File: src/rtl/radio_timing_tx.sv
// radio_timing_tx
//
// Sequences one radio receive burst toward a timing-engine port:
//   IDLE -> WARMUP -> RX -> GUARD -> IDLE
// RX and GUARD are skipped when their captured duration is zero. WARMUP
// always lasts at least one cycle. A single down-counter times every phase.
// It is loaded with N-1 when a phase is entered, and the phase ends on the
// cycle the counter reads zero, so an all-ones N never wraps.
//
// Ports
//   ck              rising-edge clock
//   arst            asynchronous, active-high reset
//   isolateM1M2     isolation request: aborts a running burst and blocks starts
//   start           burst request, sampled only in IDLE
//   warmupCycles    warm-up length, captured when a start is accepted
//   rxCycles        receive-window length, captured when a start is accepted
//   guardCycles     post-burst guard length, captured when a start is accepted
//   radioEnableReq  registered radio-enable request (WARMUP and RX)
//   radioRxEnReq    registered rx-enable request (RX only)
//   busy            registered, high whenever the FSM is not in IDLE
//   done            registered one-cycle pulse on normal completion
//   aborted         registered one-cycle pulse when isolation ends a burst
//
// Every output comes from a flop that is computed from the next state.
// No input reaches an output combinationally.

module radio_timing_tx #(
  parameter int CNT_W = 8
) (
  input  logic             ck,
  input  logic             arst,
  input  logic             isolateM1M2,
  input  logic             start,
  input  logic [CNT_W-1:0] warmupCycles,
  input  logic [CNT_W-1:0] rxCycles,
  input  logic [CNT_W-1:0] guardCycles,
  output logic             radioEnableReq,
  output logic             radioRxEnReq,
  output logic             busy,
  output logic             done,
  output logic             aborted
);

  typedef enum logic [1:0] {
    IDLE   = 2'd0,
    WARMUP = 2'd1,
    RX     = 2'd2,
    GUARD  = 2'd3
  } state_t;

  localparam logic [CNT_W-1:0] CNT_ZERO = {CNT_W{1'b0}};
  localparam logic [CNT_W-1:0] CNT_ONE  = CNT_W'(1);

  // Counter load value for a phase of n cycles. A zero length is treated as
  // one cycle. Only WARMUP relies on that, because the zero-length RX and
  // GUARD phases are skipped before they are loaded.
  function automatic logic [CNT_W-1:0] load_val(input logic [CNT_W-1:0] n);
    logic [CNT_W-1:0] v;
    if (n == CNT_ZERO) begin
      v = CNT_ZERO;
    end else begin
      v = n - CNT_ONE;
    end
    return v;
  endfunction

  state_t           state_r,    state_nxt_s;
  logic [CNT_W-1:0] cnt_r,      cnt_nxt_s;
  logic [CNT_W-1:0] rx_len_r,   rx_len_nxt_s;
  logic [CNT_W-1:0] guard_len_r, guard_len_nxt_s;
  logic             en_r,       en_nxt_s;
  logic             rx_en_r,    rx_en_nxt_s;
  logic             busy_r,     busy_nxt_s;
  logic             done_r,     done_nxt_s;
  logic             aborted_r,  aborted_nxt_s;

  // Next-state, counter and captured-duration logic, plus the registered-output decode.
  always_comb begin
    state_nxt_s     = state_r;
    cnt_nxt_s       = cnt_r;
    rx_len_nxt_s    = rx_len_r;
    guard_len_nxt_s = guard_len_r;
    done_nxt_s      = 1'b0;
    aborted_nxt_s   = 1'b0;

    case (state_r)
      IDLE: begin
        if (start && !isolateM1M2) begin
          // The warm-up length goes straight into the counter. Only the
          // later phases need a stored copy.
          state_nxt_s     = WARMUP;
          cnt_nxt_s       = load_val(warmupCycles);
          rx_len_nxt_s    = rxCycles;
          guard_len_nxt_s = guardCycles;
        end else begin
          cnt_nxt_s = CNT_ZERO;
        end
      end

      WARMUP: begin
        if (isolateM1M2) begin
          state_nxt_s   = IDLE;
          cnt_nxt_s     = CNT_ZERO;
          aborted_nxt_s = 1'b1;
        end else if (cnt_r == CNT_ZERO) begin
          if (rx_len_r != CNT_ZERO) begin
            state_nxt_s = RX;
            cnt_nxt_s   = load_val(rx_len_r);
          end else if (guard_len_r != CNT_ZERO) begin
            state_nxt_s = GUARD;
            cnt_nxt_s   = load_val(guard_len_r);
          end else begin
            state_nxt_s = IDLE;
            cnt_nxt_s   = CNT_ZERO;
            done_nxt_s  = 1'b1;
          end
        end else begin
          cnt_nxt_s = cnt_r - CNT_ONE;
        end
      end

      RX: begin
        if (isolateM1M2) begin
          state_nxt_s   = IDLE;
          cnt_nxt_s     = CNT_ZERO;
          aborted_nxt_s = 1'b1;
        end else if (cnt_r == CNT_ZERO) begin
          if (guard_len_r != CNT_ZERO) begin
            state_nxt_s = GUARD;
            cnt_nxt_s   = load_val(guard_len_r);
          end else begin
            state_nxt_s = IDLE;
            cnt_nxt_s   = CNT_ZERO;
            done_nxt_s  = 1'b1;
          end
        end else begin
          cnt_nxt_s = cnt_r - CNT_ONE;
        end
      end

      GUARD: begin
        if (isolateM1M2) begin
          state_nxt_s   = IDLE;
          cnt_nxt_s     = CNT_ZERO;
          aborted_nxt_s = 1'b1;
        end else if (cnt_r == CNT_ZERO) begin
          state_nxt_s = IDLE;
          cnt_nxt_s   = CNT_ZERO;
          done_nxt_s  = 1'b1;
        end else begin
          cnt_nxt_s = cnt_r - CNT_ONE;
        end
      end

      default: begin
        state_nxt_s = IDLE;
        cnt_nxt_s   = CNT_ZERO;
      end
    endcase

    // Decoding from the next state lets the output flops line up with the
    // state register. The rx enable is a subset of the radio enable, so it
    // can never be high on its own.
    en_nxt_s    = (state_nxt_s == WARMUP) || (state_nxt_s == RX);
    rx_en_nxt_s = (state_nxt_s == RX);
    busy_nxt_s  = (state_nxt_s != IDLE);
  end

  // State, counter, captured durations and output flops with asynchronous reset.
  always_ff @(posedge ck or posedge arst) begin
    if (arst) begin
      state_r     <= IDLE;
      cnt_r       <= CNT_ZERO;
      rx_len_r    <= CNT_ZERO;
      guard_len_r <= CNT_ZERO;
      en_r        <= 1'b0;
      rx_en_r     <= 1'b0;
      busy_r      <= 1'b0;
      done_r      <= 1'b0;
      aborted_r   <= 1'b0;
    end else begin
      state_r     <= state_nxt_s;
      cnt_r       <= cnt_nxt_s;
      rx_len_r    <= rx_len_nxt_s;
      guard_len_r <= guard_len_nxt_s;
      en_r        <= en_nxt_s;
      rx_en_r     <= rx_en_nxt_s;
      busy_r      <= busy_nxt_s;
      done_r      <= done_nxt_s;
      aborted_r   <= aborted_nxt_s;
    end
  end

  assign radioEnableReq = en_r;
  assign radioRxEnReq   = rx_en_r;
  assign busy           = busy_r;
  assign done           = done_r;
  assign aborted        = aborted_r;

  radio_timing_tx_chk u_chk (
    .ck             (ck),
    .arst           (arst),
    .radioEnableReq (en_r),
    .radioRxEnReq   (rx_en_r),
    .busy           (busy_r),
    .done           (done_r),
    .aborted        (aborted_r)
  );

endmodule

// radio_timing_tx_chk
// Output-relationship properties of radio_timing_tx. It is passive: every
// port is an input, and it only observes the registered outputs.
module radio_timing_tx_chk (
  input logic ck,
  input logic arst,
  input logic radioEnableReq,
  input logic radioRxEnReq,
  input logic busy,
  input logic done,
  input logic aborted
);

  // The rx enable may only be high together with the radio enable.
  a_rx_implies_en : assert property (@(posedge ck) disable iff (arst)
    radioRxEnReq |-> radioEnableReq);

  // A burst ends either normally or by abort, never both at once.
  a_done_xor_abort : assert property (@(posedge ck) disable iff (arst)
    !(done && aborted));

  // The completion pulses only appear in the first IDLE cycle.
  a_pulse_not_busy : assert property (@(posedge ck) disable iff (arst)
    (done || aborted) |-> !busy);

endmodule

File: config.mk
export PLATFORM = sky130hd
export DESIGN_NAME = radio_timing_tx
export DESIGN_NICKNAME = d
export VERILOG_FILES = /design/src/rtl/radio_timing_tx.sv
export SDC_FILE = /design/constraint.sdc
export NUM_CORES = 1
export LEC_CHECK = 0
export ABC_AREA = 1
export BUFFER_PORTS_ARGS = -buffer_cell sky130_fd_sc_hd__buf_4
export CAP_MARGIN = 30
export CELL_PAD_IN_SITES_DETAIL_PLACEMENT = 1
export CELL_PAD_IN_SITES_GLOBAL_PLACEMENT = 2
export CORE_AREA = 2 2 90 92
export CTS_CLUSTER_DIAMETER = 60
export DETAILED_ROUTE_END_ITERATION = 6
export DIE_AREA = 0 0 92 94
export PLACE_DENSITY_LB_ADDON = 0.1
export SLEW_MARGIN = 20
export SYNTH_ARGS = -nofsm -noshare
export SYNTH_HDL_FRONTEND = slang
export SYNTH_SLANG_ARGS = --single-unit
File: constraint.sdc
create_clock -name ck -period 1.7 [get_ports ck]
set_input_delay 0.51 -clock ck [delete_from_list [all_inputs] [get_ports ck]]
set_output_delay 0.51 -clock ck [all_outputs]
set_load 0.01 [all_outputs]
==> flow_metrics.py, run 1 <==
metrics = {
    "critical_path": {
        "cp-end-kind": "flop",
        "slowest_stage": "dfrtp_1",
        "worstPathArrival_ns": 1.96,
        "required_ns": 1.90,
        "critical-path-top-delay-family": "simple AND/OR/NAND/NOR gates",
        "critPathLaunchType": "flop",
        "critPathMaxFanout": 6,
        "cpPeakStageDelay_ns": 0.39,
        "critical_path_class": "flop to flop",
        "path_buf_inv": 2,
        "cp_cell_sequence": "inv_2, ha_4, nand2_4, nor2_4, nand3_4, nor2_8, a21oi_2, o21ai_1, nand2_1, ha_1, inv_1",
    },
    "yosys": {
        "async_flop_share": 1.000,
        "ys_ff_latch": 31,
        "synth-seq-area-share": 0.3535,
        "yosysTopAreaCell": "dfrtp_1",
        "yosys.area_share.xor_xnor": 0.03592,
        "synth_cells": 313,
        "yosys.area_share.simple": 0.3518,
        "synth_cell_types": 29,
        "synth-edff-count": 0,
        "synth_most_common_cell": "nand2_1",
        "yosysWarnings": 0,
        "ys_top_cells_by_count": "97 x nand2_1, 47 x inv_1, 31 x dfrtp_1, 27 x nor2_1, 26 x o21ai_0",
        "syn_area_um2": 2195,
        "netlist_top_cells_area": "dfrtp_1 35%, nand2_1 17%, inv_1 8.0%",
        "synth_fa_ha_area_frac": 0.05131,
        "synth_top_family_by_area": "simple AND/OR/NAND/NOR gates",
        "synth-compound-area-share": 0.1106,
        "ys.flop_type": "dfrtp_1",
        "muxShareOfSynthArea": 0,
        "netlist.area_leader.share": 0.3535,
        "syn_area_per_cell_um2": 7.012,
        "synth_nets": 350,
    },
    "floorplan": {
        "die_y_um": 94,
        "fp-row-count": 32,
        "coreArea_um2": 7607,
        "ios": 33,
        "die_x_um": 92,
        "dieArea_um2": 8648,
        "initial_core_util": 0.2885,
    },
    "drt": {
        "ant_nets": 0,
        "finalWirelength_um": 6451,
        "drcViolationCount": 0,
        "drt_iter0_markers": 45,
        "num_vias": 2165,
        "via_per_inst": 4.492,
        "drt_pass1_iterations": 4,
        "wl_per_cell_um": 13.38,
    },
    "finish": {
        "syn_to_final_growth_pct": 33.58,
        "insertedDiodeCount": 0,
        "nets": 416,
        "n_fill_cell": 994,
        "drive_above_1_share": 0.2789,
        "final_util": 0.3854,
    },
    "timing": {
        "hold_violations": 0,
        "max_freq_mhz": 568.4,
        "rsz0062_at_grt": "true",
        "setup_viol": 2,
        "maxSlewViolCount": 0,
        "finalCriticalPeriod_ns": 1.759,
        "post-route-worst-setup-slack_ns": -0.05942,
        "holdWs_ns": 0.3088,
        "relSlewSlack": 0.7072,
        "min_period_over_period": 1.035,
        "finalClockSkew_ns": 0.007280,
        "tightestPinTransition_ns": 0.4359,
    },
    "clock_tree": {
        "insertion_delay_ns": 0.29,
        "ctsHoldBuffers": 0,
        "clockBufferDepth": 2,
        "cts.sinks": 31,
        "cts_tree": "done",
        "cts_buffers": 5,
        "cts.clk_slew.worst_paths_ns": 0.08,
        "cts_root_buf": "clkbuf_8",
        "cts.htree.levels": 2,
    },
    "power_and_ir_drop": {
        "switchingPower_mw": 2.744,
        "peakVddDrop_uv": 610.6,
        "power_density_nw_per_um2": 1957,
        "intPower_mw": 2.991,
        "swShare": 0.4785,
        "p_clk_frac": 0.106,
        "p_seq_frac": 0.232,
        "combinationalPowerShare": 0.662,
        "p_leak_nw": 1.521,
    },
    "grt": {
        "grtUsageMet2": 0.2733,
        "grt_use_total": 0.1595,
        "antenna_found_initial": 0,
        "use_met1": 0.2047,
        "grt_overflow": 0,
        "grt.met3_usage": 0.03130,
        "grt_max_degree": 33,
        "grt_pass1_vias": 2222,
        "grt.busiest_layer": "met2",
        "grt_first_pass_wirelength_um": 10700,
    },
    "placement": {
        "place_congestion": 0.8128,
        "place_hpwl_um": 5006,
        "dp_slack_ns": -0.1246,
        "port_buffers": 32,
    },
    "outcome": {
        "status": "finished with violations",
        "violations": "setup timing",
    },
    "flow_run": {
        "max_cap_violations": 0,
    },
    "worst_hold_path": {
        "min_path_type": "primary input to asynchronous set/reset pin",
    },
}
==> cells in the final DEF, fill, tap and decap left out, types with 2 or more instances in the layout <==
master / instances
nand2_1: 96
buf_4: 62
inv_1: 41
dfrtp_1: 31
nor2_1: 25
nand3_1: 24
o21ai_0: 23
a21oi_1: 8
inv_2: 7
o21ai_1: 7
ha_1: 6
nor2_4: 5
clkbuf_8: 5
nor2_2: 4
xor2_1: 4
xnor2_1: 4
nand3_2: 3
nand2_4: 3
a21oi_2: 3
or2_2: 2
ha_4: 2
==> sequential cells by signal (all words and copies together), names as in the netlist <==
register / flops
guard_len_r: 8
radioEnableReq: 1
busy: 1
radioRxEnReq: 1
cnt_r: 8
done: 1
rx_len_r: 8
aborted: 1
state_r: 2
==> power by group through the flow <==
| stage | clock [mW] | sequential [mW] | combinational (mW) |
|---|---|---|---|
| after floorplan | 0 | 1.32 | 2.20 |
| after global placement | 0 | 1.33 | 3.41 |
| after detailed placement | 0 | 1.34 | 3.45 |
| after CTS | 0.623 | 1.34 | 3.67 |
| after global routing | 0.659 | 1.38 | 4.33 |
| final | 0.606 | 1.33 | 3.80 |
==> worst paths after layout <==
path,slack [ns],cells after the start,startpoint,end
setup / recovery,-0.06,11,cnt_r[0]$_DFF_PP0_,radioEnableReq$_DFF_PP0_
hold / removal,0.31,3,arst,guard_len_r[5]$_DFFE_PP0P_
setup reg to reg,-0.06,11,cnt_r[0]$_DFF_PP0_,radioEnableReq$_DFF_PP0_
hold reg to reg,0.61,2,guard_len_r[7]$_DFFE_PP0P_,guard_len_r[7]$_DFFE_PP0P_
max in group asynchronous,1.08,3,arst,aborted$_DFF_PP0_
min in group ck,0.42,3,guardCycles[7],guard_len_r[7]$_DFFE_PP0P_
==> area by class of cell <==
class | instances | area, um2 | share of cell area
multi-input combinational | 229 | 1271 | 0.4336
sequential | 31 | 775.7 | 0.2646
timing repair buffer | 63 | 485.5 | 0.1656
inverter | 49 | 186.4 | 0.06359
tap | 102 | 127.6 | 0.04353
clock buffer | 6 | 72.57 | 0.02475
clock inverter | 2 | 12.51 | 0.004268
==> worst register-to-register path: cells and delay by family (launching register included) <==
family	cells	cell delay, ns
and+or+nand+nor	5	0.53
adders and majority gates	2	0.43
DFF	1	0.39
buffers and inverters	2	0.11
AOI/OAI and AO/OA	2	0.20
==> kinds of logic after synthesis <==
kind of cell,Yosys count
AOI/OAI and AO/OA,43
xor gates and xnor gates,9
adders and majority gates,9
buffers and inverters,53
DFF,31
and+or+nand+nor,168
==> metrics by stage <==
step	area (um2)	cells	total power [mW]	setup TNS (ns)
after floorplan	2195	313	3.521	-0.06498
after global placement	2734	468	4.746	-0.07046
after detailed placement	2734	468	4.790	-0.2327
after CTS	2873	480	5.628	-0.2276
after global routing	2932	482	6.376	-0.7861
final	2932	482	5.736	-0.09223
==> layer usage <==
layer | routed length, um | part of all wire
met1 | 3068 | 0.48
met2 | 3174 | 0.49
met3 | 124 | 0.019
met4 | 84 | 0.013
met5 | 0 | 0
==> timing repair <==
item	CTS	global route
gates resized for setup	9	15
pin swaps	10	10
setup buffers	4	4
endpoints found under the setup margin	4	11
Note: power is estimated with default switching activity, not from simulation.
==> run 2: changes to the inputs <==
==> constraint.sdc (replaced) <==
create_clock -name ck -period 1.7 [get_ports ck]
set_input_delay 0.34 -clock ck [delete_from_list [all_inputs] [get_ports ck]]
set_output_delay 0.34 -clock ck [all_outputs]
set_load 0.01 [all_outputs]
==> run 2 against run 1 <==
Effect of this change: the flow still finishes with violations (setup timing); sequential cell count stayed put; critical path depth grew 2; critical endpoint is now busy$_DFF_PP0_; worst setup slack improved by 0.010 ns; global-route usage decreased by 0.29 points; highest routed layer unchanged; worst hold slack worse by 0.16 ns.
==> flow_metrics.py, run 2 (synthesis gave the netlist of run 1 again) <==
metrics = {
    "clock_tree": {
        "cts_tree": "done",
        "clockBufferDepth": 2,
        "ctsHoldBuffers": 0,
        "cts.sinks": 31,
        "cts_root_buf": "clkbuf_8",
        "insertion_delay_ns": 0.28,
        "cts_buffers": 5,
        "cts.clk_slew.worst_paths_ns": 0.07,
        "cts.htree.levels": 2,
    },
    "finish": {
        "layout_commonest_cell": "nand2_1",
        "layout_common_cells": "93 x nand2_1, 56 x buf_4, 39 x inv_1",
        "fin_cells": 478,
        "ff_latch_area_um2": 775.7,
        "largestRegisters": "cnt_r: 8 flops, guard_len_r: 8 flops, rx_len_r: 8 flops",
        "final_area_um2": 2927,
        "syn_to_final_growth_pct": 33.35,
        "insertedDiodeCount": 0,
        "drive_above_1_share": 0.2979,
        "nets": 413,
        "n_fill_cell": 988,
        "multi_input_area_um2": 1284,
    },
    "grt": {
        "antenna_found_initial": 0,
        "grt_first_pass_wirelength_um": 10590,
        "grt_overflow": 0,
        "grt_pass1_vias": 2163,
        "grt_max_degree": 33,
        "grt_use_total": 0.1566,
    },
    "critical_path": {
        "path_buf_inv": 4,
        "critical-path-top-delay-family": "simple AND/OR/NAND/NOR gates",
        "critPathLaunchType": "flop",
        "required_ns": 1.93,
        "critical_path_class": "flop to flop",
        "slowest_stage": "dfrtp_1",
        "cpPeakStageDelay_ns": 0.38,
        "worstPathArrival_ns": 1.98,
        "cp_cell_sequence": "inv_2, ha_4, nand2_4, nor2_4, nand3_4, nor2_8, inv_2, a21oi_2, o21ai_2, nand2_2, inv_1, ha_1, inv_1",
        "cp-end-kind": "flop",
        "critPathMaxFanout": 6,
    },
    "floorplan": {
        "die_y_um": 94,
        "dieArea_um2": 8648,
        "die_x_um": 92,
        "fp-row-count": 32,
        "coreArea_um2": 7607,
        "initial_core_util": 0.2885,
        "ios": 33,
    },
    "drt": {
        "ant_nets": 0,
        "finalWirelength_um": 6362,
        "num_vias": 2146,
        "drcViolationCount": 0,
        "via_per_inst": 4.490,
        "drt_pass1_iterations": 4,
        "wl_per_cell_um": 13.31,
        "drt_iter0_markers": 31,
    },
    "timing": {
        "finalClockSkew_ns": 0.005212,
        "tightestPinTransition_ns": 0.4256,
        "post-route-worst-setup-slack_ns": -0.04937,
        "max_freq_mhz": 571.6,
        "tns_ns": -0.09643,
        "maxSlewViolCount": 0,
        "min_period_over_period": 1.029,
        "setup_viol": 2,
        "relSlewSlack": 0.7162,
        "finalCriticalPeriod_ns": 1.749,
        "hold_violations": 0,
        "rsz0062_at_grt": "true",
    },
    "outcome": {
        "violations": "setup timing",
        "status": "finished with violations",
    },
    "placement": {
        "place_hpwl_um": 4993,
        "port_buffers": 32,
        "post_dp_cell_area_um2": 2719,
        "place_inst": 466,
        "dp_slack_ns": -0.1088,
        "place_congestion": 0.8138,
    },
    "power_and_ir_drop": {
        "p_total_mw": 5.823,
        "power_density_nw_per_um2": 1990,
        "p_leak_nw": 1.510,
        "peakVddDrop_uv": 725.7,
    },
    "worst_hold_path": {
        "min_path_type": "primary input to asynchronous set/reset pin",
    },
    "flow_run": {
        "max_cap_violations": 0,
    },
}
run 2: changes by cell type in the layout (fill, tap and decap cells not counted), sizes merged:
cell and change:
clkinvlp -1, buf -3
run 2: worst register-to-register path, cell delays in order (launching register included):
cell     delay [ns]
dfrtp_1        0.38
inv_2          0.08
ha_4           0.15
nand2_4        0.05
nor2_4         0.11
nand3_4        0.11
nor2_8         0.15
inv_2          0.07
a21oi_2        0.13
o21ai_2        0.07
nand2_2        0.11
inv_1          0.06
ha_1           0.17
inv_1          0.05
run 2: area by class of cell:
class | count | area share
Clock buffer | 6 | 0.02822
Inverter | 49 | 0.06285
Tap cell | 102 | 0.04361
Sequential cell | 31 | 0.2651
Clock inverter | 1 | 0.001710
Multi-Input combinational cell | 229 | 0.4386
Timing Repair Buffer | 60 | 0.1599
run 2: metrics by stage:
| step | util | hold slack [ns] |
|---|---|---|
| 2_1_floorplan | - | 0.4435 |
| 3_3_place_gp | 0.3574 | 0.4649 |
| 3_5_place_dp | 0.3574 | 0.4818 |
| 4_1_cts | 0.3717 | 0.1647 |
| 5_1_grt | 0.3847 | 0.1831 |
| 6_report | 0.3847 | 0.1484 |
run 2: worst paths after layout:
kind | slack, ns | to | from | depth (start not counted)
setup / recovery | -0.05 | busy$_DFF_PP0_ | cnt_r[0]$_DFF_PP0_ | 13
min in group ck | 0.26 | rx_len_r[2]$_DFFE_PP0P_ | rxCycles[2] | 3
max in group asynchronous | 1.24 | cnt_r[7]$_DFF_PP0_ | arst | 3
hold reg to reg | 0.60 | aborted$_DFF_PP0_ | state_r[1]$_DFF_PP0_ | 2
setup reg to reg | -0.05 | busy$_DFF_PP0_ | cnt_r[0]$_DFF_PP0_ | 13
hold / removal | 0.15 | guard_len_r[5]$_DFFE_PP0P_ | arst | 3
run 2: repair_timing:
| action | 4_1_cts | 5_1_grt |
|---|---|---|
| gates resized for setup | 8 | 26 |
| setup endpoints to repair | 5 | 11 |
| pin swaps | 6 | 14 |
| setup buffers | 0 | 4 |
| gates cloned | 0 | 1 |
| hold endpoints to repair | 0 | 0 |
run 2: power by group:
part           switching [mW]  internal [mW]
Combinational            2.23           1.65
Clock                   0.291          0.318
Sequential              0.261           1.08
Total                    2.78           3.04
run 2: per-layer routing:
layer,vias to the layer above,global-route usage,wire length [um]
met1,1017,0.2067,3016
met3,8,0.02648,123
li1,1101,-,-
met5,-,0,0
met4,0,0.04478,71
met2,20,0.2641,3152
